--- config.mk ---
export PLATFORM = sky130hd
export DESIGN_NAME = pipelined_adder
export DESIGN_NICKNAME = d
export VERILOG_FILES = /design/src/rtl/pipelined_adder.sv
export SDC_FILE = /design/constraint.sdc
export NUM_CORES = 1
export LEC_CHECK = 0
export CAP_MARGIN = 20
export CORE_ASPECT_RATIO = 0.9
export CORE_MARGIN = 3
export CORE_UTILIZATION = 40
export DETAILED_ROUTE_END_ITERATION = 7
export GPL_ROUTABILITY_DRIVEN = 0
export PLACE_DENSITY = 0.61
export REMOVE_ABC_BUFFERS = 1
export SYNTH_ARGS = -nofsm -noshare
export SYNTH_HDL_FRONTEND = slang
export SYNTH_SLANG_ARGS = --single-unit
export TNS_END_PERCENT = 100
--- constraint.sdc ---
create_clock -name clk -period 3.2 [get_ports clk]
set_clock_uncertainty 0.15 [all_clocks]
set_input_delay 0.48 -clock clk [delete_from_list [all_inputs] [get_ports clk]]
set_output_delay 0.48 -clock clk [all_outputs]
set_load 0.05 [all_outputs]
--- src/rtl/pipelined_adder.sv ---
// Pipelined add/subtract unit: the carry chain is cut into STAGES chunks, one
// register stage per chunk, with valid/ready flow control and carry/overflow/zero flags.
module pipelined_adder #(
  parameter int WIDTH  = 64,
  parameter int STAGES = 4
) (
  input  logic             clk,
  input  logic             rst_n,
  input  logic             flush,
  input  logic             in_valid,
  output logic             in_ready,
  input  logic [WIDTH-1:0] a,
  input  logic [WIDTH-1:0] b,
  input  logic             sub,
  output logic             out_valid,
  input  logic             out_ready,
  output logic [WIDTH-1:0] out,
  output logic             carry_out,
  output logic             overflow,
  output logic             zero
);

  localparam int CHUNK = WIDTH / STAGES;

  logic             adv;
  logic             accept;
  logic [WIDTH-1:0] bEff;

  assign adv      = !out_valid || out_ready;
  assign in_ready = adv && !flush;
  assign accept   = in_valid && in_ready;
  assign bEff     = sub ? ~b : b;

  // Stage k owns bits [k*CHUNK +: CHUNK]: operands shrink and the partial sum grows as they move up.
  for (genvar k = 0; k < STAGES; k++) begin : stg
    localparam int LO  = k * CHUNK;
    localparam int REM = WIDTH - LO;

    logic [REM-1:0]      aIn;
    logic [REM-1:0]      bIn;
    logic                cIn;
    logic                vIn;
    logic [CHUNK:0]      chunkSum;
    logic [LO+CHUNK-1:0] sumNext;
    logic [LO+CHUNK-1:0] sumQ;
    logic                cQ;
    logic                vQ;

    if (k == 0) begin : g_head
      assign aIn     = a;
      assign bIn     = bEff;
      assign cIn     = sub;
      assign vIn     = accept;
      assign sumNext = chunkSum[CHUNK-1:0];
    end else begin : g_body
      assign aIn     = stg[k-1].g_fwd.aQ;
      assign bIn     = stg[k-1].g_fwd.bQ;
      assign cIn     = stg[k-1].cQ;
      assign vIn     = stg[k-1].vQ;
      assign sumNext = {chunkSum[CHUNK-1:0], stg[k-1].sumQ};
    end

    assign chunkSum = {1'b0, aIn[CHUNK-1:0]} + {1'b0, bIn[CHUNK-1:0]} + (CHUNK+1)'(cIn);

    always_ff @(posedge clk or negedge rst_n) begin
      if (!rst_n) begin
        vQ   <= 1'b0;
        cQ   <= 1'b0;
        sumQ <= '0;
      end else begin
        if (flush) begin
          vQ <= 1'b0;
        end else if (adv) begin
          vQ <= vIn;
        end
        if (adv) begin
          cQ   <= chunkSum[CHUNK];
          sumQ <= sumNext;
        end
      end
    end

    if (k < STAGES - 1) begin : g_fwd
      logic [REM-CHUNK-1:0] aQ;
      logic [REM-CHUNK-1:0] bQ;

      always_ff @(posedge clk or negedge rst_n) begin
        if (!rst_n) begin
          aQ <= '0;
          bQ <= '0;
        end else if (adv) begin
          aQ <= aIn[REM-1:CHUNK];
          bQ <= bIn[REM-1:CHUNK];
        end
      end
    end else begin : g_last
      logic ovfQ;
      logic zeroQ;

      // Top chunk still holds the operand sign bits, so overflow is resolved here.
      always_ff @(posedge clk or negedge rst_n) begin
        if (!rst_n) begin
          ovfQ  <= 1'b0;
          zeroQ <= 1'b0;
        end else if (adv) begin
          ovfQ  <= (aIn[CHUNK-1] == bIn[CHUNK-1]) && (chunkSum[CHUNK-1] != aIn[CHUNK-1]);
          zeroQ <= ~|sumNext;
        end
      end
    end
  end

  assign out_valid = stg[STAGES-1].vQ;
  assign out       = stg[STAGES-1].sumQ;
  assign carry_out = stg[STAGES-1].cQ;
  assign overflow  = stg[STAGES-1].g_last.ovfQ;
  assign zero      = stg[STAGES-1].g_last.zeroQ;

endmodule

==> results of run 1 <==
-- layout make-up --
| class | count | area share, % |
|---|---|---|
| timing repair buffer | 254 | 12.1 |
| tap | 540 | 3.18 |
| clock inverter | 19 | 1.50 |
| inverter | 26 | 0.459 |
| multi-input combinational | 1405 | 35.0 |
| sequential | 362 | 42.6 |
| clock buffer | 52 | 5.16 |
-- synthesized netlist by cell type (4+ instances only) --
| master | instances | share of area (%) |
|---|---|---|
| sky130_fd_sc_hd__a211oi_1 | 10 | 0.45 |
| sky130_fd_sc_hd__a21o_1 | 16 | 0.72 |
| sky130_fd_sc_hd__a21oi_1 | 56 | 1.7 |
| sky130_fd_sc_hd__a31oi_1 | 6 | 0.22 |
| sky130_fd_sc_hd__and2_1 | 5 | 0.19 |
| sky130_fd_sc_hd__buf_1 | 11 | 0.25 |
| sky130_fd_sc_hd__clkbuf_1 | 78 | 1.7 |
| sky130_fd_sc_hd__dfrtp_1 | 362 | 54 |
| sky130_fd_sc_hd__fa_1 | 7 | 0.84 |
| sky130_fd_sc_hd__ha_1 | 60 | 4.5 |
| sky130_fd_sc_hd__inv_1 | 26 | 0.58 |
| sky130_fd_sc_hd__nand2_1 | 847 | 19 |
| sky130_fd_sc_hd__nand2b_1 | 10 | 0.37 |
| sky130_fd_sc_hd__nand3_1 | 17 | 0.51 |
| sky130_fd_sc_hd__nand4_1 | 7 | 0.26 |
| sky130_fd_sc_hd__nor2_1 | 55 | 1.2 |
| sky130_fd_sc_hd__nor3_1 | 17 | 0.51 |
| sky130_fd_sc_hd__nor3b_1 | 5 | 0.22 |
| sky130_fd_sc_hd__nor4_1 | 12 | 0.45 |
| sky130_fd_sc_hd__o2111ai_1 | 5 | 0.26 |
| sky130_fd_sc_hd__o21a_1 | 4 | 0.18 |
| sky130_fd_sc_hd__o21ai_0 | 81 | 2.4 |
| sky130_fd_sc_hd__o21ai_1 | 13 | 0.39 |
| sky130_fd_sc_hd__o21bai_1 | 5 | 0.22 |
| sky130_fd_sc_hd__o31ai_1 | 5 | 0.22 |
| sky130_fd_sc_hd__o41ai_1 | 5 | 0.26 |
| sky130_fd_sc_hd__o41ai_2 | 4 | 0.39 |
| sky130_fd_sc_hd__or3_1 | 7 | 0.26 |
| sky130_fd_sc_hd__xnor2_1 | 71 | 3.7 |
| sky130_fd_sc_hd__xor2_1 | 40 | 2.1 |
-- what timing repair did --
action,CTS,global route
gates resized for setup,9,19
hold buffers,1,0
cloned,0,0
buffers inserted,2,4
setup endpoints to repair,1,4
endpoints found under the hold margin,74,0
pin swaps,9,23
-- cell families (layout without fill, tap and decap cells) --
kind of cell	count (synthesis)	after routing	share of synthesized area, %
compound gates	226	226	8.36
xor+xnor	111	111	5.80
simple gates	998	998	23.7
buf+inv	116	351	2.62
mux	3	3	0.216
fa+ha+maj	67	67	5.31
flops	362	362	54.0
-- per-layer routing --
| metal | part of all wire (%) | track usage (%) |
|---|---|---|
| met5 | 0 | 0 |
| met4 | 1.8 | 4.23 |
| met3 | 3.9 | 2.86 |
| met2 | 46 | 27.9 |
| met1 | 48 | 24.4 |
-- power by group through the flow --
stage / clock network (uW) / logic, uW / registers (uW)
CTS: 5080 / 4190 / 6190
global route: 5250 / 4590 / 6310
global placement: 0 / 4080 / 6230
floorplan: 0 / 1640 / 7160
finish: 4930 / 4210 / 6170
detailed placement: 0 / 4140 / 6250
-- per-stage QoR --
step           instance area, um2  hold WS (ns)  setup TNS [ns]  util, %
6_report                    21300         0.308               0     51.9
5_1_grt                     21300         0.314          -0.145     51.9
4_1_cts                     21100         0.289         -0.0367     51.5
3_5_place_dp                19600         0.305           -1.69     47.9
3_3_place_gp                19600         0.299           -1.30     47.9
2_1_floorplan               16400        0.0344        -3721.53        -
-- worst register-to-register path, cell delays in order (launching register included) --
cell and delay (ns):
sky130_fd_sc_hd__dfrtp_1 0.41, sky130_fd_sc_hd__fa_2 0.41, sky130_fd_sc_hd__fa_2 0.44, sky130_fd_sc_hd__nor3_2 0.16
sky130_fd_sc_hd__nand4_1 0.09, sky130_fd_sc_hd__or4_4 0.55, sky130_fd_sc_hd__nor4b_4 0.27, sky130_fd_sc_hd__nand4_1 0.15
sky130_fd_sc_hd__nor4b_2 0.27, sky130_fd_sc_hd__a41o_1 0.21
-- flip-flops by register name (all words and copies together) (netlist names) --
name	count
stg.g_fwd.bQ	96
out	64
carry_out	1
overflow	1
zero	1
out_valid	1
stg.cQ	3
stg.vQ	3
stg.g_fwd.aQ	96
stg.sumQ	96
-- worst paths after layout --
path / cells past startpoint / slack, ns / end / from
max: 9 / 0.05 / zero / stg[2].cQ
max reg2reg: 9 / 0.05 / zero / stg[2].cQ
min in group asynchronous: 2 / 0.38 / stg[0].g_fwd.bQ[40] / rst_n
min reg2reg: 2 / 0.31 / stg[2].sumQ[7] / stg[1].sumQ[7]
max in group asynchronous: 3 / 1.69 / stg[0].g_fwd.bQ[17] / rst_n
min: 2 / 0.31 / stg[2].sumQ[7] / stg[1].sumQ[7]
==> results summary, run 1 <==
The flow ran to the end, and the final reports show no timing, DRC or antenna violations. The number of flops mapped to enable cells by yosys came out at 0. After the first detailed-routing iteration, the DRC count stood at 837. The slowest stage of the critical path belongs to the cell sky130_fd_sc_hd__or4_4. By startpoint and endpoint, the worst setup path is classified as reg -> reg. The fraction of final layout cells sized beyond drive strength 1 came out at 7.51%. In the routed design, unresolved DRC markers number 0. The overall global routing resource usage came out at 17.3%.

The highest cell delay on the worst timing path came out at 0.55 ns. Yosys printed 0 warnings. The count of buffers from port buffering is 202.

The placed wire-length estimate is 26.7 mm. The worst hold path belongs to the class reg -> reg. The number of diodes came out at 0.

Clock-pin slew was measured on the worst setup and hold paths at 0.06 ns. The commonest register cell after synthesis is sky130_fd_sc_hd__dfrtp_1. After detailed routing, the total wire length is 38.8 mm.

The total instance count after detailed placement came out at 2,581. At the end of the flow, the number of nets in the layout was 2,290. Summed over all layers, the global routing overflow is 0. The post-synthesis average cell area came out at 8.90 um2. For this configuration, the core starts out at a cell density of 40.9%. Summing every instance area after synthesis gives 16,800 um2. Dividing the detail-routed via count by the number of cells gives 4.85.

The footprint of the multi-input gates is 7440 um2. Power spread over the standard cell area amounts to 720 nW/um2. Walking the worst path, the cells encountered are fa_2 > fa_2 > nor3_2 > nand4_1 > or4_4 > nor4b_4 > nand4_1 > nor4b_2 > a41o_1.

The first global-routing pass estimated 64.4 mm of wire. The number of antenna violations at the first check in global routing is 0. The kind of cell with the highest combined delay along the critical path is simple AND/OR/NAND/NOR gates.

The startpoint class of the critical path is a flip-flop. The count of filler cells inserted in the layout came out at 3,829. The clock buffer count from CTS is 40. For this design the top-level I/O count stands at 203. Of the available clock period, the critical path in the final layout requires 98.6%.

The required time at the endpoint of the critical path came out at 3.53 ns. Of the synthesized area, sequential elements account for 54.0%. The maximum number of pins on one net before global-route repair is 171. The tree is rooted in a sky130_fd_sc_hd__clkbuf_16.

Setup repair after global routing could not meet its margin everywhere. Measured along the x axis, the die boundary spans 222 um. IR analysis of the VDD net gives a maximum drop of 0.000405 V. The part of the total power dissipated in the clock network is 32.2%. Before CTS, the worst setup slack after placement is -0.464 ns.

The slew at the pin closest to its max-slew limit came out at 0.691 ns. Sequential cells burn 40.3% of the power. STA puts the critical path data arrival time at 3.48 ns. The detail-routed net length per standard cell is 14.6 um. The detailed router placed 12,900 vias in this run. The proportion of total power due to net switching is 33.1%.

After synthesis the netlist holds a flip-flop and latch count of 362. The shortest clock period the worst path allows after layout came out at 3.15 ns. The sequential cell area came out at 9060 um2. The number of hold-slack violations in the final timing report is 0. The leakage power is 0.00998 uW.

The number of nets with antenna violations after routing came out at 0. Compared with the post-synthesis result, the final layout area differs by 26.8%. The placeable core region came out at 41,000 um2. CTS built an H-tree with a depth of 2.

In this run the core area contains 70 standard-cell rows. The worst pin sits at a relative slew slack of 53.9%. Clock latency on the worst-skew pair, taken at its later pin, is 0.54 ns.

The cell count after synthesis is 1,883. Leaving out fill and tap cells, the most frequent cells in the layout are 847 x sky130_fd_sc_hd__nand2_1, 362 x sky130_fd_sc_hd__dfrtp_1, 199 x sky130_fd_sc_hd__clkdlybuf4s50_1. The number of global-route vias before repair is 12,900.

The logic gate share of total power is 27.5%. The total die area is 44,400 um2. Derived from the worst setup path, the maximum achievable clock frequency is 0.317 GHz.

The distinct cell type count after synthesis came out at 49. The final-report max-slew violation count came out at 0. The number of clock sinks came out at 362.

Counting both buffers and inverters, the worst setup path holds a total of 0. The count of maximum capacitance violations came out at 0. The largest driver fanout on the critical path is 2. Leaving out fill and tap cells, the most frequent cell in the layout is sky130_fd_sc_hd__nand2_1. The number of setup violations in the final report is 0. The worst setup path is captured at a flip-flop.

The maximum buffer depth of the clock tree is 3. The clock tree from TritonCTS is yes. The internal power component came out at 10,200 uW. The total power after layout came out at 15,300 uW. The switching power summed over all nets came out at 5070 uW. The fraction of registers with async set/reset is 100%. Once routing completed, OpenROAD measured the worst setup slack at 0.0463 ns.

The number of standard cells in the final layout excluding fillers came out at 2,658. The pre-antenna-repair detailed-routing pass consisted of 4 iterations. The vertical extent of the die is 200 um.
Note: power is estimated with default switching activity, not from simulation.
==> inputs of run 2 (changes only) <==
Settings changed: CORE_MARGIN 3 to 10, CTS_CLUSTER_SIZE from default to 12.
==> run 2 against run 1 <==
Net effect:
- design area is 0.56% higher
- core utilization is 0.44 points lower
- power is 0.11% lower
- non-clock buffer count is 18 higher
- final cell count is 1.1% higher
- sequential power hardly changed
- fmax is 0.72% lower
- clock-buffer cell count is 7 higher
- sequential share of layout area is 0.24 points lower
- critical path type unchanged
- largest cell class unchanged
- largest power group unchanged
==> results summary, run 2 (synthesis results as in run 1) <==
The number of optimization iterations in the first detailed-route pass came out at 5 (+1). The maximum buffer depth of the clock tree came to 3 (unchanged). The growth of design area from synthesis to finish came out at 27.5%.

The slew at the pin closest to its max-slew limit is 0.966 ns (+0.275 ns). The internal power component came out at 10,200 uW (-0.53%). The critical path in this run is classified as reg -> reg.

The switching power summed over all nets is 5100 uW (+0.74%). The power density normalized to cell area was 716 nW/um2 (-0.67%). The CTS clock-pin slew for the worst setup and hold paths is 0.06 ns (about the same). The setup TNS after final layout is 0 ns (unchanged).

The shortest clock period the worst path allows after layout is 3.18 ns (+0.0227 ns). The number of clock sinks came out at 362 (unchanged). The required time at the endpoint of the critical path was 3.54 ns (about the same).

The logic gate share of total power came out at 27.9% (+0.4 points). The clock buffer count from CTS is 41 (+2.5%). The row count came out at 71 (+1.4%). The top cell types in the final layout, fill and taps aside, are 847 x sky130_fd_sc_hd__nand2_1, 362 x sky130_fd_sc_hd__dfrtp_1, 199 x sky130_fd_sc_hd__clkdlybuf4s50_1. The peak ir drop on the vdd network came to 0.000494 V (+22%).

The detail-routed net length per standard cell is 15.1 um (+3.6%). The number of design-rule violations left by the first detailed-router iteration was 700 (-16%). The number of remaining DRC errors came out at 0 (unchanged). The remaining max-slew budget at the tightest pin is 35.6% (-18 points). The worst setup path is launched from a flip-flop.

The met2 routing resource usage after global routing came out at 26.4% (-1.6 points). The number of standard cells in the final layout excluding fillers is 2,686 (+1.1%). The number of diodes came out at 0 (unchanged). The clock network latency to the later pin of the worst-skew pair came out at 0.55 ns (about the same). The number of global-route vias before repair is 13,100 (+2.0%). The global routing usage on met1 is 20.3% (-4.2 points). The number of H-tree levels came out at 2 (unchanged).

The proportion of total power due to net switching came out at 33.4% (+0.28 points). The count of filler cells inserted in the layout is 3,963 (+3.5%). The utilization after layout is 51.4% (-0.44 points). The final-stage net count is 2,309 (+0.83%). The via-per-instance ratio is 4.83 (-0.55%).

The global-route congestion overflow total is 0 (unchanged). The total die area came out at 50,500 um2 (+14%). The fraction of final layout cells sized beyond drive strength 1 came out at 8.46% (+0.95 points). The count of maximum capacitance violations came out at 0 (unchanged). In this run the worst hold path is classified as in -> reg. The total vias in the final route is 13,000 (+0.50%). The final-report max-slew violation count was 0 (unchanged).

The pre-CTS setup slack came to -0.539 ns (-0.0756 ns). The number of antenna violations at the first check in global routing came out at 1 (+1). The highest attainable clock frequency was 0.315 GHz (-0.72%). The total instance count after detailed placement came out at 2,603 (+0.85%). The initial cell density of the core came out at 40.3% (-0.58 points). The run finished with clean final reports. The layer flagged by global routing as most heavily used is met2.

The footprint of the multi-input gates is 7430 um2 (about the same). Setup repair after global routing could not meet its margin everywhere. The number of nets with antenna violations after routing came out at 0 (unchanged). The worst setup path is captured at a flip-flop. The die extent in x was 236 um (+6.3%). The met3 global-route usage is 3.43% (+0.57 points).

The part of the total power dissipated in the clock network was 31.6% (-0.6 points). The number of setup violations in the final report came out at 0 (unchanged). The overall global routing resource usage came out at 15.9% (-1.4 points). The setup slack after layout came out at 0.0235 ns (-0.0227 ns).

The routed wire length is 40.6 mm (+4.7%). The maximum number of pins on one net before global-route repair came to 224 (+31%). TritonCTS built the clock tree. The total power after layout is 15,300 uW (-0.11%). The sequential cell area came out at 9060 um2 (unchanged). The number of hold-slack violations in the final timing report is 0 (unchanged). The sequential power share came out at 40.5% (+0.2 points). The count of buffers from port buffering is 202 (unchanged). The placed wire-length estimate came out at 28.5 mm (+6.6%). The leakage power was 0.0101 uW (+0.79%). The vertical extent of the die is 214 um (+7.0%). The placeable core region was 41,600 um2 (+1.4%). The total I/O pin count is 203 (unchanged).

The data arrival time of the critical path is 3.51 ns (+0.03 ns). The largest registers in the layout are stg.g_fwd.aQ (96), stg.g_fwd.bQ (96), stg.sumQ (96). The leading cell type in the layout, fill and taps excluded is sky130_fd_sc_hd__nand2_1. The largest driver fanout on the critical path came out at 2 (unchanged).

The global-route wire length before repair came out at 67.3 mm (+4.4%). The ratio of final minimum period to clock period is 99.3% (+0.71 points). The clock tree root buffer cell is sky130_fd_sc_hd__clkbuf_16.
run 2: routing by layer:
layer  share of wire [%]  vias up
met5                0.32        -
met4                 1.9        4
met3                 4.0       50
met2                  48      169
met1                  46     6206
li1                    -     6533
run 2: cell type report:
class / count / share of cell area [%]
Clock buffer: 59 / 5.55
Multi-Input combinational cell: 1405 / 34.7
Timing Repair Buffer: 272 / 12.7
Inverter: 26 / 0.456
Sequential cell: 362 / 42.4
Tap cell: 547 / 3.20
Clock inverter: 15 / 0.966
run 2: path summary, 6_finish.rpt:
kind,start,endpoint,slack [ns],depth (start not counted)
min,b[0],stg[0].sumQ[0],0.22,3
max,stg[2].cQ,zero,0.02,9
max reg2reg,stg[2].cQ,zero,0.02,9
min in group asynchronous,rst_n,stg[1].g_fwd.aQ[28],0.37,2
max in group asynchronous,rst_n,stg[0].g_fwd.bQ[23],1.59,3
min reg2reg,stg[0].g_fwd.bQ[30],stg[1].g_fwd.bQ[14],0.31,2
run 2: power by group through the flow:
stage                     Combinational [uW]  Sequential (uW)  Clock, uW
final                                   4260             6190       4840
after global routing                    4670             6330       5160
after CTS                               4240             6210       4960
after detailed placement                4200             6280          0
after global placement                  4130             6260          0
after floorplan                         1640             7160          0
run 2: worst max-delay path, stage by stage (launching register included):
cell	delay, ns
sky130_fd_sc_hd__dfrtp_1	0.41
sky130_fd_sc_hd__fa_2	0.43
sky130_fd_sc_hd__fa_2	0.45
sky130_fd_sc_hd__nor3_2	0.17
sky130_fd_sc_hd__nand4_1	0.09
sky130_fd_sc_hd__or4_4	0.57
sky130_fd_sc_hd__nor4b_4	0.25
sky130_fd_sc_hd__nand4_1	0.15
sky130_fd_sc_hd__nor4b_2	0.25
sky130_fd_sc_hd__a41o_1	0.19
run 2: repair_timing:
action	CTS	global route
pin swaps	9	32
gates cloned	0	0
setup buffers	0	9
hold endpoints to repair	68	0
resized for setup	8	26
hold buffers	1	0
endpoints found under the setup margin	1	8
run 2: per-stage QoR:
| step | hold slack [ns] | cell area [um2] |
|---|---|---|
| after global routing | 0.212 | 21400 |
| after global placement | 0.299 | 19800 |
| final | 0.220 | 21400 |
| after floorplan | 0.0344 | 16400 |
| after CTS | 0.280 | 21200 |
| after detailed placement | 0.305 | 19800 |
==> inputs of run 3 (changes only) <==
Settings changed: CTS_CLUSTER_DIAMETER from default to 50.
==> run 3 against run 2 <==
Net effect:
- fmax fell by 0.36%
- flip-flop and latch count stayed put
- die area unchanged
- hold slack gained 0.0015 ns
- register-to-register slack is essentially flat
- largest power group unchanged
- first-iteration DRC count rose by 1.7%
- power about the same
- clock-buffer cell count shrank 6
- combinational power barely moved
- final cell count fell by 0.15%
- setup slack got worse by 0.012 ns
- global-route usage is 0.13 points higher
==> results summary, run 3 (synthesis results as in run 1) <==
The largest driver fanout on the critical path came out at 2 (unchanged). The count of maximum capacitance violations came to 0 (unchanged). In this run the top signal layer used is met5.

The number of global-route vias before repair is 13,200 (+0.34%). The instance area at placement is 19,800 um2 (unchanged). The flop-to-flop setup slack is 0.01 ns (about the same).

The overall global routing resource usage came out at 16.0% (+0.13 points). The number of optimization iterations in the first detailed-route pass came to 4 (-1). The maximum number of pins on one net before global-route repair was 224 (unchanged).

The placed wire-length estimate came out at 28.5 mm (unchanged). The highest attainable clock frequency came out at 0.314 GHz (-0.36%). STA classifies the critical path startpoint as a flip-flop. The fraction of final layout cells sized beyond drive strength 1 came out at 8.39% (-0.074 points). The slew at the pin closest to its max-slew limit is 0.938 ns (-0.0273 ns).

The critical register-to-register path endpoint is zero. The global-route wire length before repair is 67.7 mm (+0.60%). The critical path goes through fa_2 > fa_2 > nor3_2 > nand4_1 > or4_4 > nor4b_4 > nand4_1 > nor4b_2 > a41o_1.

The number of remaining DRC errors came out at 0 (unchanged). The growth of design area from synthesis to finish came out at 27.4% (about the same). The startpoint identified for the worst register-to-register timing path is stg[2].cQ. Setup repair after global routing could not meet its margin everywhere. The remaining max-slew budget at the tightest pin is 37.4% (+1.8 points). The amount of wire on met3 after detailed routing came out at 1.96 mm (+21%). The vertical extent of the die is 214 um (unchanged).

The placeable core region came out at 41,600 um2 (unchanged). The total I/O pin count came out at 203 (unchanged). The flow ran to the end, and the final reports show no timing, DRC or antenna violations.

The number of clock sinks came out at 362 (unchanged). The row count is 71 (unchanged). The number of buffers and inverters on the critical path is 0 (unchanged). Grouping stages by cell kind, the critical path spends the most delay in simple AND/OR/NAND/NOR gates. The path class of the tightest hold or removal check is in -> reg. The ratio of final minimum period to clock period is 99.6% (+0.36 points). The leakage power was 0.0100 uW (-0.16%). The final-report max-slew violation count is 0 (unchanged). The total die area came out at 50,500 um2 (unchanged). The shortest clock period the worst path allows after layout came to 3.19 ns (+0.0115 ns). The critical path endpoint category is a flip-flop. The via-per-instance ratio came out at 4.85 (+0.42%).

The maximum buffer depth of the clock tree is 3 (unchanged). The setup TNS after final layout is 0 ns (unchanged). The routed wire length is 40.6 mm (about the same).

The library cell used most frequently in the layout, excluding fill and tap cells, is sky130_fd_sc_hd__nand2_1. The number of standard cells in the final layout excluding fillers came out at 2,682 (-0.15%). The number of design-rule violations left by the first detailed-router iteration is 712 (+1.7%). The number of antenna violations at the first check in global routing is 2 (+1). The final instance area is 21,400 um2 (about the same). The clock buffer count from CTS is 44 (+7.3%). The largest registers in the layout are stg.g_fwd.aQ (96), stg.g_fwd.bQ (96), stg.sumQ (96). The highest cell delay on the worst timing path was 0.57 ns (about the same). The startpoint identified for the worst hold timing path is b[0]. The global-route congestion overflow total was 0 (unchanged). The slowest stage cell on the critical path is sky130_fd_sc_hd__or4_4. The CTS clock-pin slew for the worst setup and hold paths came out at 0.06 ns (about the same). The number of setup violations in the final report came to 0 (unchanged). The data arrival time of the critical path was 3.53 ns (+0.02 ns).

In the layout the commonest cells are 847 x sky130_fd_sc_hd__nand2_1, 362 x sky130_fd_sc_hd__dfrtp_1, 199 x sky130_fd_sc_hd__clkdlybuf4s50_1. The peak ir drop on the vdd network came out at 0.000489 V (-1.1%). The kind of critical path is reg -> reg. The detailed-route wire length on metal 1 came to 18.3 mm (-1.5%). The clock network latency to the later pin of the worst-skew pair is 0.55 ns (about the same). The die extent in x is 236 um (unchanged). The power density normalized to cell area is 716 nW/um2 (about the same). The total instance count after detailed placement was 2,603 (unchanged). The total vias in the final route came out at 13,000 (+0.27%). The number of nets with antenna violations after routing came out at 0 (unchanged). The number of hold-slack violations in the final timing report came to 0 (unchanged). The endpoint of the worst hold-timing path is stg[0].sumQ[0].

The number of H-tree levels is 2 (unchanged). The count of buffers from port buffering came to 202 (unchanged). The length in cells of the worst reg-to-reg path was 9 (unchanged). The clock tree root buffer cell is sky130_fd_sc_hd__clkbuf_16. The final-stage net count was 2,311 (+0.087%). The detail-routed net length per standard cell is 15.1 um (+0.14%). The total length of routed met2 wires came out at 19.4 mm (-0.13%). The required time at the endpoint of the critical path came out at 3.54 ns (about the same). The cell depth of the worst hold path came out at 3 (unchanged). The utilization after layout came to 51.4% (about the same). The clock tree from TritonCTS is yes. The initial cell density of the core is 40.3% (unchanged).
-- run 3: cell count changes in the layout (fill, tap and decap cells not counted), sizes merged --
| cell | delta |
|---|---|
| bufinv | -2 |
| clkinvlp | +3 |
| clkbuf | -6 |
| inv | +4 |
| clkinv | -3 |
| buf | -1 |
| diode | +1 |
-- run 3: worst min-delay path: cells and delay by family --
kind	cells	cell delay, ns
buffers and inverters	1	0.14
AOI/OAI and AO/OA	1	0.14
xor gates and xnor gates	1	0.12
-- run 3: cell type report --
type                            instances  area, um2
Timing Repair Buffer                  271       2710
Inverter                               26       97.6
Multi-Input combinational cell       1405       7410
Tap cell                              547        684
Sequential cell                       362       9060
Fill cell                            3938      20200
Clock inverter                         17        200
Clock buffer                           53       1200
Antenna cell                            1       2.50
-- run 3: where the power goes --
group	total, uW	switching, uW	leakage, uW	internal, uW
Sequential	6190	667	0.00424	5530
Clock	4850	1940	0.000678	2900
Combinational	4260	2570	0.00513	1690
-- run 3: layer usage --
layer  vias up  global-route usage [%]
met5         -                       0
met4         2                    4.78
met3        69                    3.70
met2       179                    26.7
met1      6202                    20.3
li1       6545                       -
-- run 3: what timing repair did --
item / 4_1_cts / 5_1_grt
pin swaps: 10 / 28
hold buffers: 1 / 0
endpoints found under the hold margin: 68 / 0
setup buffers: 1 / 7
cloned: 0 / 0
endpoints found under the setup margin: 2 / 10
resized for setup: 9 / 21
-- run 3: how the worst max path moves through the flow --
stage / start / endpoint / slack [ns] / cells past startpoint
2_1_floorplan: out_valid / in_ready / -14.27 / 2
3_3_place_gp: b[0] / stg[0].sumQ[14] / -0.49 / 11
3_5_place_dp: b[0] / stg[0].sumQ[14] / -0.54 / 11
4_1_cts: stg[2].g_fwd.bQ[0] / zero / -0.05 / 9
5_1_grt: stg[2].cQ / zero / -0.15 / 9
6_report: stg[2].cQ / zero / 0.01 / 9
-- run 3: stage by stage --
step,total power (uW),hold WS [ns],worst slack (ns)
finish,15300,0.222,0.0120
global route,16200,0.199,-0.148
CTS,15500,0.268,-0.0466
detailed placement,10500,0.305,-0.539
global placement,10400,0.299,-0.489
floorplan,8800,0.0344,-14.27
